### src/rtl/ntt_masked_bfu_result_buffer.sv
// ntt_masked_bfu_result_buffer
// Tracks ops launched into the fixed-latency masked add/sub pipeline with a
// tag delay line. Captures the bit-sliced two-share result as each tag
// emerges and queues it with its write address in a credit-protected FIFO
// that drains over valid/ready. Backpressure is applied at issue through credits
// because the add/sub pipeline cannot stall.
// Optional macro NTT_MASKED_RESBUF_UNMASK_DBG_EN adds the dbg_unmasked output,
// the modular sum of the two head shares, for simulation and debug only.
module ntt_masked_bfu_result_buffer #(
  parameter int WIDTH   = 46,
  parameter int LATENCY = 53,
  parameter int DEPTH   = 8,
  parameter int ADDR_W  = 8
) (
  input  logic                    clk,
  input  logic                    reset,
  input  logic                    zeroize,
  input  logic                    issue_valid,
  output logic                    issue_ready,
  input  logic [ADDR_W-1:0]       issue_addr,
  input  logic [1:0]              res [WIDTH],
  output logic                    out_valid,
  input  logic                    out_ready,
  output logic [1:0][WIDTH-1:0]   out_data,
  output logic [ADDR_W-1:0]       out_addr,
  output logic                    busy,
  output logic                    err_overflow
`ifdef NTT_MASKED_RESBUF_UNMASK_DBG_EN
  ,
  output logic [WIDTH-1:0]        dbg_unmasked
`endif
);

  localparam int PW    = $clog2(DEPTH);
  localparam int PTR_W = PW + 1;
  localparam int CW    = PW + 1;

  logic                  clr;
  logic                  accept;
  logic                  pop;
  logic                  cap_en;
  logic [1:0][WIDTH-1:0] cap_data;

  logic                  tag_vld_p  [LATENCY];
  logic [ADDR_W-1:0]     tag_addr_p [LATENCY];

  logic [1:0][WIDTH-1:0] mem_data [DEPTH];
  logic [ADDR_W-1:0]     mem_addr [DEPTH];

  logic [PTR_W-1:0]      wr_ptr;
  logic [PTR_W-1:0]      rd_ptr;
  logic [CW-1:0]         credit_cnt;
  logic [CW-1:0]         credit_nxt;

  assign clr    = reset | zeroize;
  assign accept = issue_valid & issue_ready;
  assign pop    = out_valid & out_ready;
  assign cap_en = tag_vld_p[LATENCY-1];

  // ---- stage 0 .. LATENCY-1: tag delay line aligned with the add/sub pipe ----

  // Tag valid bits shift every cycle; cleared so in-flight ops are forgotten.
  always_ff @(posedge clk) begin
    if (clr) begin
      for (int k = 0; k < LATENCY; k++) tag_vld_p[k] <= 1'b0;
    end else begin
      tag_vld_p[0] <= accept;
      for (int k = 1; k < LATENCY; k++) tag_vld_p[k] <= tag_vld_p[k-1];
    end
  end

  // Tag addresses travel beside their valid bits; meaningless when valid is 0.
  always_ff @(posedge clk) begin
    tag_addr_p[0] <= issue_addr;
    for (int k = 1; k < LATENCY; k++) tag_addr_p[k] <= tag_addr_p[k-1];
  end

  // ---- capture boundary: repack bit-sliced shares into share words ----

  // Each share is gathered bit by bit; the shares themselves are never mixed.
  always_comb begin
    cap_data = '0;
    for (int i = 0; i < WIDTH; i++) begin
      cap_data[0][i] = res[i][0];
      cap_data[1][i] = res[i][1];
    end
  end

  // FIFO storage write; occupancy is bounded by credits so it never overruns.
  always_ff @(posedge clk) begin
    if (cap_en) begin
      mem_data[wr_ptr[PW-1:0]] <= cap_data;
      mem_addr[wr_ptr[PW-1:0]] <= tag_addr_p[LATENCY-1];
    end
  end

  // ---- FIFO head: combinational read at the read pointer ----

  assign out_valid = (wr_ptr != rd_ptr);
  assign out_data  = out_valid ? mem_data[rd_ptr[PW-1:0]] : '0;
  assign out_addr  = out_valid ? mem_addr[rd_ptr[PW-1:0]] : '0;

  // Credit count one cycle ahead: +1 on accept, -1 on pop, unchanged on both.
  always_comb begin
    credit_nxt = credit_cnt;
    case ({accept, pop})
      2'b10:   credit_nxt = credit_cnt + CW'(1);
      2'b01:   credit_nxt = credit_cnt - CW'(1);
      default: credit_nxt = credit_cnt;
    endcase
  end

  // Control state: pointers, credits, registered ready/busy and the sticky error.
  always_ff @(posedge clk) begin
    if (clr) begin
      wr_ptr       <= '0;
      rd_ptr       <= '0;
      credit_cnt   <= '0;
      issue_ready  <= 1'b0;
      busy         <= 1'b0;
      err_overflow <= 1'b0;
    end else begin
      credit_cnt  <= credit_nxt;
      issue_ready <= (credit_nxt < CW'(DEPTH));
      busy        <= (credit_nxt != '0);
      if (issue_valid && !issue_ready) err_overflow <= 1'b1;
      if (cap_en) wr_ptr <= wr_ptr + PTR_W'(1);
      if (pop)    rd_ptr <= rd_ptr + PTR_W'(1);
    end
  end

`ifdef NTT_MASKED_RESBUF_UNMASK_DBG_EN
  // Debug-only recombination of the head shares; never feeds the datapath.
  assign dbg_unmasked = out_data[0] + out_data[1];
`endif

endmodule

### config.mk
export PLATFORM = sky130hd
export DESIGN_NAME = ntt_masked_bfu_result_buffer
export DESIGN_NICKNAME = d
export VERILOG_FILES = /design/src/rtl/ntt_masked_bfu_result_buffer.sv
export SDC_FILE = /design/constraint.sdc
export NUM_CORES = 1
export LEC_CHECK = 0
export BUFFER_PORTS_ARGS = -buffer_cell sky130_fd_sc_hd__buf_2
export CELL_PAD_IN_SITES_DETAIL_PLACEMENT = 1
export CELL_PAD_IN_SITES_GLOBAL_PLACEMENT = 1
export CORE_MARGIN = 5
export CORE_UTILIZATION = 45
export DETAILED_ROUTE_END_ITERATION = 8
export HOLD_SLACK_MARGIN = 0.08
export PLACE_DENSITY = 0.72
export REMOVE_ABC_BUFFERS = 1
export SYNTH_ARGS = -nofsm -noshare
export SYNTH_HDL_FRONTEND = slang
export SYNTH_SLANG_ARGS = --single-unit
### constraint.sdc
create_clock -name clk -period 10.87 [get_ports clk]
set_clock_uncertainty 0.1 [all_clocks]
set_input_delay 2.7175 -clock clk [delete_from_list [all_inputs] [get_ports clk]]
set_output_delay 2.7175 -clock clk [all_outputs]
set_load 0.005 [all_outputs]
==> flow_metrics.py <==
metrics = {
    "grt": {
        "grt_pass1_wl_mm": 126.4,
        "grt_overflow_total": 0,
        "grt_antenna_before_repair": 11,
        "grt_max_degree": 161,
        "grt_pass1_vias": 20260,
        "grt_usage": 0.1711,
    },
    "die": {
        "core.rowCount": 110,
        "dieHeight_um": 311.9,
        "die_w_um": 311.9,
        "io_pins": 209,
        "initial_core_util": 0.4543,
        "core_area_um2": 90290,
        "dieArea_um2": 97290,
    },
    "logic_synthesis": {
        "synth_top_area_cell": "edfxtp_1",
        "synth_cell_type_count": 32,
        "synth_top_area_share": 0.5856,
        "synthTopCellsByArea": "edfxtp_1 (59%), dfxtp_1 (24%), mux4_2 (11%), mux2i_1 (2.5%), nor2_1 (1.1%)",
        "syn_avg_cell_area_um2": 21.61,
        "synth_cells": 1898,
        "ys_seq_area_frac": 0.8272,
        "syn_area_um2": 41020,
        "ys_ff_latch": 1295,
        "yosys_warnings": 0,
    },
    "detailed_routing": {
        "vias": 18110,
        "wl_per_cell_um": 23.52,
        "drtIter0Drc": 1398,
        "firstDrtPassIters": 5,
        "ant_nets": 0,
        "routed_wl_mm": 82.09,
        "route.detailed.drc": 0,
        "vias_per_cell": 5.189,
    },
    "pwr": {
        "p_leak_nw": 16.22,
        "power.switching_w": 0.001918,
        "combPwrFrac": 0.006,
        "ir_drop_mv": 0.1322,
        "p_int_w": 0.007971,
        "total_power_w": 0.009889,
        "power_density_nw_per_um2": 206.2,
        "p_seq_frac": 0.536,
        "swShare": 0.1939,
        "pwr-share-clk": 0.458,
    },
    "timing": {
        "setup_violations": 0,
        "slew_violations": 0,
        "hold_viol_final": 0,
        "tightest_slew_ns": 1.094,
        "fin_ws_ns": 4.621,
        "holdWs_ns": 0.2037,
        "relSlewSlack": 0.2709,
        "finalCritPeriodShare": 0.5749,
        "clock.fmax_ghz": 0.1600,
        "rsz0062_at_grt": "false",
        "period_minus_slack_ns": 6.249,
    },
    "cts": {
        "postCtsHoldBufs": 0,
        "clk_latency_ns": 0.72,
        "cts_tree": "done",
        "cts-buffers-inserted": 136,
        "clkTransAtPathRegs_ns": 0.06,
        "htreeDepth": 4,
        "cts_setup_buffers": 0,
        "cts-root-buf": "clkbuf_16",
        "cts.sink_count": 1295,
        "cts_buffer_depth": 3,
        "ctsResizeCount": 0,
    },
    "final_layout": {
        "layout-drive-gt1-share": 0.2855,
        "fin_cells": 3490,
        "finalNetCount": 2308,
        "layout_common_cells": "edfxtp_1 (800), dfxtp_1 (492), buf_2 (208)",
        "area_delta_synth_final_pct": 16.93,
        "final_common_cell": "edfxtp_1",
    },
    "worst_setup_path": {
        "cp-start-kind": "flop",
        "cp.arrival_ns": 3.43,
        "r2r_cells": 4,
        "setup.worst_path.end_class": "primary output",
        "crit_fanout": 44,
        "worstSetupPathType": "flop to primary output",
        "r2r-start": "wr_ptr[2]",
        "cp_data_required_time_ns": 8.05,
    },
    "outcome": {
        "status": "finished clean",
    },
    "place": {
        "portBuffers": 208,
        "gp_congestion": 0.6690,
        "place_ws_ns": 5.266,
        "dpl.hpwl_mm": 43.90,
        "placed_cells": 3236,
    },
    "run": {
        "drv_cap": 0,
    },
    "hold_path": {
        "hp-class": "flop to flop",
        "min_path_cells": 0,
        "hold_start": "tag_addr_p[0][77]",
    },
}
[synth_stat cells]
master / number
nand3b_1: 2
a31oi_1: 1
dfxtp_1: 495
ha_1: 5
buf_6: 9
xor2_1: 9
buf_1: 12
clkbuf_2: 1
nor2_1: 124
or2_2: 2
a41oi_1: 1
edfxtp_1: 800
or2b_1: 1
nor4_4: 1
nor3b_1: 1
nand2_1: 5
and2_1: 53
o211ai_1: 1
xnor2_1: 5
nor3_1: 2
mux2i_1: 103
nand2b_1: 3
a22o_1: 1
nand4b_1: 1
nand3_1: 1
inv_1: 2
nor2b_1: 1
mux4_2: 200
buf_4: 1
clkbuf_1: 27
buf_2: 25
a21oi_1: 3
[metal layers]
layer,share of wire,vias up,wire length [um],track usage
met5,0.00052,-,43,0
met4,0.020,6,1646,0.04957
met3,0.059,136,4827,0.04027
met2,0.50,494,41060,0.2851
met1,0.42,9543,34510,0.2274
li1,-,7931,-,-
[metrics by stage]
stage	area, um^2	TNS, ns	util
floorplan	40640	-116.46	-
global placement	43460	0	0.4813
detailed placement	43460	0	0.4813
CTS	47950	0	0.5311
global route	47950	0	0.5311
finish	47970	0	0.5313
[power groups by stage]
stage,combinational [W],clock (W),sequential (W)
floorplan,0.00000371,0,0.00540
global placement,0.0000487,0,0.00540
detailed placement,0.0000571,0,0.00541
CTS,0.0000572,0.00467,0.00530
global route,0.0000636,0.00490,0.00531
finish,0.0000566,0.00453,0.00530
[path summary, 6_finish.rpt]
check	endpoint	slack (ns)
worst max register to register	mem_data[7][71]	7.47
worst min-delay path	tag_addr_p[0][85]	0.20
worst min register to register	tag_addr_p[0][85]	0.20
worst max-delay path	out_data[57]	4.62
[sequential cells by signal, indices dropped and copies added, names as in the netlist, named ones only]
| signal | count |
|---|---|
| tag_addr_p | 424 |
| tag_vld_p | 53 |
| issue_ready | 1 |
| wr_ptr | 4 |
| err_overflow | 1 |
| mem_data | 736 |
| rd_ptr | 4 |
| credit_cnt | 4 |
| mem_addr | 64 |
| busy | 1 |
[kinds of logic after synthesis]
family | share of synthesized area
buffers and inverters | 0.009578
AO/OA/AOI/OAI | 0.001129
adder cells (fa/ha/maj) | 0.001525
flip-flops | 0.8272
AND/OR/NAND/NOR | 0.02263
multiplexers | 0.1349
XOR/XNOR | 0.002989
[critical path, cell delays in order (launching register included)]
cell	delay, ns
dfxtp_4	0.75
buf_4	0.82
mux4_2	0.63
mux2i_1	0.18
nor2_1	0.11
buf_2	0.19
[final cells by class]
class	count	area [um^2]
clock inverter	63	609.3
sequential	1295	33940
clock buffer	185	3886
inverter	2	7.507
fill	7938	42320
timing repair buffer	237	1284
multi-input combinational	526	6750
tap	1176	1471
antenna	6	15.01
Note: power is estimated with default switching activity, not from simulation.
